==> config.mk <==
export PLATFORM = sky130hd
export DESIGN_NAME = capture_trigger_controller
export DESIGN_NICKNAME = d
export VERILOG_FILES = /design/src/rtl/capture_trigger_controller_pkg.sv /design/src/rtl/capture_trigger_controller_post_trigger_counter.sv /design/src/rtl/capture_trigger_controller.sv
export SDC_FILE = /design/constraint.sdc
export NUM_CORES = 1
export LEC_CHECK = 0
export CAP_MARGIN = 40
export CELL_PAD_IN_SITES_DETAIL_PLACEMENT = 2
export CELL_PAD_IN_SITES_GLOBAL_PLACEMENT = 2
export CORE_UTILIZATION = 31
export DETAILED_ROUTE_END_ITERATION = 6
export GPL_TIMING_DRIVEN = 0
export HOLD_SLACK_MARGIN = 0.08
export PLACE_DENSITY_LB_ADDON = 0.1
export SYNTH_ARGS = -nofsm -noshare
export SYNTH_HDL_FRONTEND = slang
export SYNTH_HIERARCHICAL = 1
export SYNTH_SLANG_ARGS = --single-unit
==> constraint.sdc <==
create_clock -name clk -period 6.2 [get_ports clk]
set_clock_uncertainty 0.05 [all_clocks]
set_input_delay 1.24 -clock clk [delete_from_list [all_inputs] [get_ports clk]]
set_output_delay 1.24 -clock clk [all_outputs]
set_load 0.02 [all_outputs]
==> src/rtl/capture_trigger_controller_pkg.sv <==
// Shared definitions for the logic-analyzer capture sequencer:
// buffer address width and the capture FSM state encodings.
`ifndef ADDR_WIDTH
`define ADDR_WIDTH 4
`endif

package capture_trigger_controller_pkg;

  localparam int CAP_ADDR_WIDTH = `ADDR_WIDTH;

  localparam logic [2:0] CAP_ENC_IDLE  = 3'd0;
  localparam logic [2:0] CAP_ENC_CLEAR = 3'd1;
  localparam logic [2:0] CAP_ENC_FILL  = 3'd2;
  localparam logic [2:0] CAP_ENC_ARMED = 3'd3;
  localparam logic [2:0] CAP_ENC_POST  = 3'd4;
  localparam logic [2:0] CAP_ENC_DONE  = 3'd5;

  typedef enum logic [2:0] {
    CAP_IDLE  = CAP_ENC_IDLE,
    CAP_CLEAR = CAP_ENC_CLEAR,
    CAP_FILL  = CAP_ENC_FILL,
    CAP_ARMED = CAP_ENC_ARMED,
    CAP_POST  = CAP_ENC_POST,
    CAP_DONE  = CAP_ENC_DONE
  } cap_state_t;

endpackage

==> src/rtl/capture_trigger_controller_post_trigger_counter.sv <==
// Post-trigger sample counter: loads N on the trigger cycle and counts down;
// last flags the final post-trigger write.
module capture_trigger_controller_post_trigger_counter #(
  parameter int WIDTH = 4
) (
  input  logic             clk,
  input  logic             reset,
  input  logic             load,
  input  logic [WIDTH-1:0] load_value,
  input  logic             dec,
  output logic             last
);

  logic [WIDTH-1:0] count;

  always_ff @(posedge clk) begin
    if (reset) begin
      count <= '0;
    end else if (load) begin
      count <= load_value;
    end else if (dec && (count != '0)) begin
      count <= count - WIDTH'(1);
    end
  end

  assign last = (count == WIDTH'(1));

endmodule

==> src/rtl/capture_trigger_controller.sv <==
// Capture sequencer: clears and fills the history buffer, waits for a trigger,
// records N+1 samples from the trigger on, then freezes and reports addresses.
module capture_trigger_controller
  import capture_trigger_controller_pkg::*;
#(
  parameter int ADDR_WIDTH = CAP_ADDR_WIDTH
) (
  input  logic                  clk,
  input  logic                  reset,
  input  logic                  arm,
  input  logic                  abort,
  input  logic                  trigger_in,
  input  logic [ADDR_WIDTH-1:0] post_trig_count,
  input  logic [ADDR_WIDTH-1:0] waddr,
  input  logic                  primed,
  output logic                  buf_clear,
  output logic                  write_enable,
  output logic [ADDR_WIDTH-1:0] trig_addr,
  output logic [ADDR_WIDTH-1:0] start_addr,
  output logic                  busy,
  output logic                  done
);

  cap_state_t state;
  logic       cnt_load;
  logic       cnt_dec;
  logic       cnt_last;
  logic       trig_hit;

  assign trig_hit = (state == CAP_ARMED) && trigger_in;
  assign cnt_load = trig_hit && !abort;
  assign cnt_dec  = (state == CAP_POST);

  capture_trigger_controller_post_trigger_counter #(
    .WIDTH(ADDR_WIDTH)
  ) u_post_trigger_counter (
    .clk       (clk),
    .reset     (reset),
    .load      (cnt_load),
    .load_value(post_trig_count),
    .dec       (cnt_dec),
    .last      (cnt_last)
  );

  // Outputs are registered alongside the state so they always match it.
  always_ff @(posedge clk) begin
    if (reset) begin
      state        <= CAP_IDLE;
      buf_clear    <= 1'b0;
      write_enable <= 1'b0;
      busy         <= 1'b0;
      done         <= 1'b0;
      trig_addr    <= '0;
      start_addr   <= '0;
    end else if (abort) begin
      state        <= CAP_IDLE;
      buf_clear    <= 1'b0;
      write_enable <= 1'b0;
      busy         <= 1'b0;
      done         <= 1'b0;
    end else begin
      case (state)
        CAP_IDLE, CAP_DONE: begin
          if (arm) begin
            state        <= CAP_CLEAR;
            buf_clear    <= 1'b1;
            write_enable <= 1'b0;
            busy         <= 1'b1;
            done         <= 1'b0;
          end
        end
        CAP_CLEAR: begin
          state        <= CAP_FILL;
          buf_clear    <= 1'b0;
          write_enable <= 1'b1;
          busy         <= 1'b1;
        end
        CAP_FILL: begin
          if (primed) begin
            state <= CAP_ARMED;
          end
        end
        CAP_ARMED: begin
          if (trigger_in) begin
            // Frozen waddr ends one past the last post-trigger write.
            trig_addr  <= waddr;
            start_addr <= waddr + post_trig_count + ADDR_WIDTH'(1);
            if (post_trig_count == '0) begin
              state        <= CAP_DONE;
              write_enable <= 1'b0;
              busy         <= 1'b0;
              done         <= 1'b1;
            end else begin
              state <= CAP_POST;
            end
          end
        end
        CAP_POST: begin
          if (cnt_last) begin
            state        <= CAP_DONE;
            write_enable <= 1'b0;
            busy         <= 1'b0;
            done         <= 1'b1;
          end
        end
        default: begin
          state        <= CAP_IDLE;
          buf_clear    <= 1'b0;
          write_enable <= 1'b0;
          busy         <= 1'b0;
          done         <= 1'b0;
        end
      endcase
    end
  end

endmodule

==> impl_metrics.tcl, run 1 <==
set metrics [dict create \
    grt_first_pass_wirelength_um 5090 \
    drc 0 \
    timing.final.hold_violations 0 \
    clock_insertion_delay_worst_skew_ps 300 \
    cellLeakagePower_nw 0.513 \
    syn_to_final_growth_pct 30.6 \
    synth_flop_cell "sky130_fd_sc_hd__dfxtp_1" \
    antenna_diode_count 0 \
    layout.area.seq_um2 380 \
    dr.first_iter.drc_count 29 \
    dieHeight_um 61.4 \
    detailed_place.area_um2 1400 \
    run_status "finished, final reports clean" \
    clk_path_buf_depth 2 \
    pwr_density_cell_nw_per_um2 160 \
    synth_cells 125 \
    multiInputGateArea_um2 652 \
    design_power_total_mw 0.228 \
    synth_edf_count 0 \
    synthesized_area_per_cell_um2 8.74 \
    detail-route-antenna-nets 0 \
    io_buffers 25 \
    cts_root_buf "sky130_fd_sc_hd__clkbuf_4" \
    netlist_area_um2 1090 \
    yosys_warnings 6 \
    worst-endpoint-required_ps 6350 \
    totalNegativeSetupSlack_ps 0 \
    min_path_type "flop to flop" \
    globalRouteOverflowTotal 0 \
    gp_congestion 0.774 \
    route.detailed.vias_per_inst 5.17 \
    slew_headroom_pct 59.3 \
    finish.utilization_pct 42.4 \
    crit_arrival_ps 3500 \
    dp.final_hpwl_um 2400 \
    worst-path-max-fanout 11 \
    critical-path-slowest-cell "sky130_fd_sc_hd__clkdlybuf4s50_1" \
    post_layout_nonfiller_instances 200 \
    placeableCoreArea_um2 3360 \
    antenna_found_initial 0 \
    synth_cell_types 39 \
    grtUsageTotal_pct 18.5 \
    route.final.wire_length_um 3150 \
    crit_buf_inv 3 \
    die_w_um 61.4 \
    syn-num-nets 145 \
    maximum_number_of_pins_on_one_net_before_global_route_repair 12 \
    post_cts.resized_instances 0 \
    timing_worst_setup_path_type "primary input to flop" \
    worst_path_dominant_cell_family "buffers and inverters" \
    synth-seq-area-share_pct 34.8 \
    finalInstanceArea_um2 1430 \
    crit_path_cell_trace "clkdlybuf4s50_1 -> nand2_1 -> nor3_2 -> buf_2 -> clkbuf_1 -> nor3_1 -> and3_1 -> or3_1" \
    setup_fix_bufs_post_cts 0 \
    worst_setup_path_start_kind "primary input" \
    worst_ir_drop_vdd_mv 0.0685 \
    ctsHtreeMaxLevel 1 \
    drv_slew 0 \
    synth-seq-cells 19 \
    ys_async_sr_fraction_pct 0 \
    clock-sinks 19 \
    n_fill_cell 404 \
    place.detailed.instances 196 \
    initial_utilization_pct 32.5 \
    grt_pass1_vias 1056 \
    drt_pass1_iterations 4 \
    num_rows 21 \
    share_of_layout_cells_above_drive_strength_1_pct 7.79 \
    routed_wire_per_std_cell_um 15.7 \
    layout_min_cycle_time_ps 3350 \
    net_count_of_the_finished_layout 175 \
    crit_path_max_incr_delay_ps 540 \
    drv.max_cap_violation_count 0 \
    path_clk_slew_ps 120 \
    critPathCaptureType "flop" \
    fmax_mhz 299 \
    final_min_period_over_clock_period_pct 54.0 \
    cts.hold.buffers_added 0 \
    setup-violations-final 0 \
    cts_buffers 3 \
    vias 1034 \
    ioPinCount 26 \
    tritoncts "done" \
    worstMarginPinSlew_ps 608 \
    rsz_0062_raised_after_global_routing "no" \
    fp.dieArea_um2 3770 \
]
## flip-flops by register name, summed over array words and instances (netlist names)
| signal | cells |
|---|---|
| state | 3 |
| u_post_trigger_counter/count | 4 |
| trig_addr | 4 |
| done | 1 |
| start_addr | 4 |
| busy | 1 |
| buf_clear | 1 |
| write_enable | 1 |
## layer usage
metal,vias up,track usage [%],share of wire (%)
li1,514,-,-
met4,0,6.67,0.64
met1,504,24.3,47
met5,-,0,0
met3,2,3.15,2.6
met2,14,30.7,50
## layout by cell type, fill, tap and decap left out, types with 2 or more instances in the layout
cell                              count
sky130_fd_sc_hd__clkdlybuf4s50_1     25
sky130_fd_sc_hd__dfxtp_1             19
sky130_fd_sc_hd__nor2_1              16
sky130_fd_sc_hd__inv_1                9
sky130_fd_sc_hd__nand2_1              8
sky130_fd_sc_hd__nor3_1               7
sky130_fd_sc_hd__mux2i_1              7
sky130_fd_sc_hd__o21ai_0              5
sky130_fd_sc_hd__a211oi_1             5
sky130_fd_sc_hd__ha_1                 5
sky130_fd_sc_hd__nand2b_1             4
sky130_fd_sc_hd__clkbuf_1             4
sky130_fd_sc_hd__a21oi_1              3
sky130_fd_sc_hd__xnor2_1              3
sky130_fd_sc_hd__nor2b_1              3
sky130_fd_sc_hd__clkbuf_4             3
sky130_fd_sc_hd__buf_2                2
sky130_fd_sc_hd__nor3b_1              2
sky130_fd_sc_hd__a2111oi_2            2
## report_power, final
group / internal [mW] / total [mW] / leakage, nW / switching, mW
Clock: 0.0251 / 0.0665 / 0.0150 / 0.0414
Sequential: 0.123 / 0.124 / 0.154 / 0.000886
Combinational: 0.0181 / 0.0372 / 0.344 / 0.0191
## worst reg2reg max path: stages, from the launching register on
cell and delay [ps]:
sky130_fd_sc_hd__dfxtp_1 360, sky130_fd_sc_hd__clkbuf_1 370, sky130_fd_sc_hd__nand2_1 160, sky130_fd_sc_hd__nor3_2 250
sky130_fd_sc_hd__buf_2 310, sky130_fd_sc_hd__clkbuf_1 420, sky130_fd_sc_hd__nor3_1 100, sky130_fd_sc_hd__and3_1 190
sky130_fd_sc_hd__or3_1 340
## cell families (layout without fill, tap and decap cells)
group / count (synthesis) / count (layout) / share of synthesized area [%]
and+or+nand+nor: 50 / 50 / 25.7
AOI/OAI and AO/OA: 25 / 25 / 17.6
DFF: 19 / 19 / 34.8
buffers and inverters: 15 / 44 / 5.50
muxes: 7 / 7 / 6.41
adders and majority gates: 6 / 6 / 7.56
xor gates and xnor gates: 3 / 3 / 2.41
## stage by stage
| step | hold WS (ps) | setup slack (ps) |
|---|---|---|
| final | 420 | 2850 |
| after global routing | 463 | 2760 |
| after CTS | 427 | 2870 |
| after detailed placement | 411 | 2530 |
| after global placement | 400 | 2590 |
| after floorplan | 485 | 3380 |
## path summary, 6_finish.rpt
kind,startpoint,endpoint,cells after the start,slack [ps]
setup reg to reg,state[1],u_post_trigger_counter/count[0],8,3550
hold reg to reg,busy,busy,2,420
setup / recovery,trigger_in,u_post_trigger_counter/count[0],8,2850
hold / removal,busy,busy,2,420
## cells in the mapped netlist, types with 2 or more instances
library cell	number	area share, %
sky130_fd_sc_hd__xnor2_1	3	2.4
sky130_fd_sc_hd__nand2b_1	4	2.3
sky130_fd_sc_hd__nand2_1	8	2.7
sky130_fd_sc_hd__inv_1	9	3.1
sky130_fd_sc_hd__a2111oi_2	2	2.7
sky130_fd_sc_hd__nor3b_1	2	1.4
sky130_fd_sc_hd__ha_1	5	5.7
sky130_fd_sc_hd__nor2b_1	3	1.7
sky130_fd_sc_hd__buf_2	2	0.92
sky130_fd_sc_hd__nor2_1	16	5.5
sky130_fd_sc_hd__mux2i_1	7	6.4
sky130_fd_sc_hd__dfxtp_1	19	35
sky130_fd_sc_hd__clkbuf_1	3	1.0
sky130_fd_sc_hd__a211oi_1	5	3.4
sky130_fd_sc_hd__o21ai_0	5	2.3
sky130_fd_sc_hd__nor3_1	7	3.2
sky130_fd_sc_hd__a21oi_1	3	1.4
## cell type report
type,instances,area share (%)
Buffer,6,1.84
Clock buffer,4,1.84
Inverter,9,2.37
Multi-Input combinational cell,91,45.7
Sequential cell,19,26.7
Tap cell,46,4.04
Timing Repair Buffer,25,17.5
(Power assumes the default switching activity.)
==> inputs of run 2 (changes only) <==
CORE_UTILIZATION = 26   (was 31)
clock period = 2.9 ns   (was 6.2 ns; I/O delays follow)
==> impl_metrics.tcl, run 2 (synthesis gave the netlist of run 1 again) <==
set metrics [dict create \
    run_status "finished, final reports clean" \
    path_clk_slew_ps 80 \
    dpl_worst_slack_ps -144 \
    net_count_of_the_finished_layout 175 \
    clock-sinks 19 \
    critical-path-slowest-cell "sky130_fd_sc_hd__clkdlybuf4s50_1" \
    dr.first_iter.drc_count 38 \
    routed.top_layer "met4" \
    mostFrequentLayoutCell "sky130_fd_sc_hd__clkdlybuf4s50_1" \
    share_of_layout_cells_above_drive_strength_1_pct 7.79 \
    worst_slack_ps 147 \
    ctsHtreeMaxLevel 1 \
    layout_min_cycle_time_ps 2750 \
    grtUsageTotal_pct 15.3 \
    route.detailed.vias_per_inst 4.93 \
    tritoncts "done" \
    detail-route-antenna-nets 0 \
    drv_slew 0 \
    worst_ir_drop_vdd_mv 0.106 \
    gp_congestion 0.764 \
    post_cts.resized_instances 0 \
    clock_insertion_delay_worst_skew_ps 250 \
    design_power_total_mw 0.531 \
    rsz_0062_raised_after_global_routing "no" \
    grt_pass1_vias 1104 \
    setup-violations-final 0 \
    drt_pass1_iterations 4 \
    worstMarginPinSlew_ps 584 \
    fp.dieArea_um2 4460 \
    crit_arrival_ps 2840 \
    die_w_um 66.8 \
    worst_path_dominant_cell_family "buffers and inverters" \
    maximum_number_of_pins_on_one_net_before_global_route_repair 12 \
    worst-endpoint-required_ps 2990 \
    vias 1005 \
    multiInputGateArea_um2 652 \
    wl_met2_um 1470 \
    reg_top3 "start_addr x4, trig_addr x4, u_post_trigger_counter/count x4" \
    place.detailed.instances 200 \
    cp.depth 8 \
    num_rows 23 \
    pwr_density_cell_nw_per_um2 366 \
    final_min_period_over_clock_period_pct 94.9 \
    dp.final_hpwl_um 2340 \
    worst-path-max-fanout 11 \
    totalNegativeSetupSlack_ps 0 \
    slew_headroom_pct 60.9 \
    antenna_diode_count 0 \
    crit_path_max_incr_delay_ps 530 \
    timing.final.hold_violations 0 \
    finish.utilization_pct 36.0 \
    placeableCoreArea_um2 4030 \
    critPathLaunch "trigger_in" \
    min_path_type "flop to flop" \
    timing.reg2reg.worst_path_depth 8 \
    initial_utilization_pct 27.1 \
    timing_worst_setup_path_type "primary input to flop" \
    routed_wire_per_std_cell_um 15.1 \
    drc 0 \
    dieHeight_um 66.8 \
    layout.area.seq_um2 380 \
    globalRouteOverflowTotal 0 \
    worst_setup_path_start_kind "primary input" \
    io_buffers 25 \
    antenna_found_initial 0 \
    met3RoutedLength_um 94 \
    cellLeakagePower_nw 0.520 \
    n_fill_cell 452 \
    timing.hold.worst.start "busy" \
    cts_root_buf "sky130_fd_sc_hd__clkbuf_8" \
    setup_fix_bufs_post_cts 0 \
    crit_path_cell_trace "clkdlybuf4s50_1 -> nand2_1 -> nor3_2 -> buf_2 -> clkbuf_1 -> nor3_1 -> and3_1 -> or3_1" \
    ioPinCount 26 \
    syn_to_final_growth_pct 32.8 \
    cts_buffers 3 \
    clk_path_buf_depth 2 \
    timing.hold.worst_path_depth 2 \
    crit_buf_inv 3 \
    drv.max_cap_violation_count 0 \
    post_layout_nonfiller_instances 204 \
    rr_startpoint "state[1]" \
    route.final.wire_length_um 3070 \
    mostFrequentLayoutCells "25 x sky130_fd_sc_hd__clkdlybuf4s50_1, 19 x sky130_fd_sc_hd__dfxtp_1, 16 x sky130_fd_sc_hd__nor2_1, 9 x sky130_fd_sc_hd__inv_1, 8 x sky130_fd_sc_hd__nand2_1" \
    fmax_mhz 363 \
    routedLengthMet1_um 1490 \
    grt_first_pass_wirelength_um 5130 \
    critPathCaptureType "flop" \
    cts.hold.buffers_added 0 \
]
-- run 2: cell counts in the layout (fill, tap and decap cells not counted) --
Identical to the previous run, type by type.
-- run 2: routing by layer --
| metal | vias up | track usage [%] |
|---|---|---|
| met5 | - | 0 |
| met4 | 0 | 4.52 |
| met3 | 2 | 2.74 |
| met2 | 17 | 26.4 |
| met1 | 483 | 19.0 |
| li1 | 503 | - |
-- run 2: final timing paths --
kind / slack [ps] / to
min reg2reg: 430 / busy
max: 150 / u_post_trigger_counter/count[0]
min: 430 / busy
max reg2reg: 290 / u_post_trigger_counter/count[0]
-- run 2: area by class of cell --
type	count	share of cell area (%)
plain buffers	6	1.81
clock buffers	4	3.11
inverters	9	2.33
multi-input cells	91	45.0
flip-flops and latches	19	26.2
well taps	50	4.31
repair buffers	25	17.3
-- run 2: power breakdown --
group	switching (mW)	total, mW	internal, mW	leakage, nW
logic	0.0395	0.0783	0.0388	0.344
registers	0.00179	0.266	0.264	0.154
clock network	0.0892	0.187	0.0976	0.0228
-- run 2: worst register-to-register path: stages (launching register included) --
cell and delay (ps):
sky130_fd_sc_hd__dfxtp_1 340, sky130_fd_sc_hd__clkbuf_1 340, sky130_fd_sc_hd__nand2_1 140, sky130_fd_sc_hd__nor3_2 270
sky130_fd_sc_hd__buf_2 320, sky130_fd_sc_hd__clkbuf_1 420, sky130_fd_sc_hd__nor3_1 100, sky130_fd_sc_hd__and3_1 190
sky130_fd_sc_hd__or3_1 330
-- run 2: metrics by stage --
step,cell area [µm²],hold WS [ps]
after global placement,1410,397
after global routing,1450,456
after detailed placement,1410,417
after floorplan,1090,485
final,1450,427
after CTS,1450,435
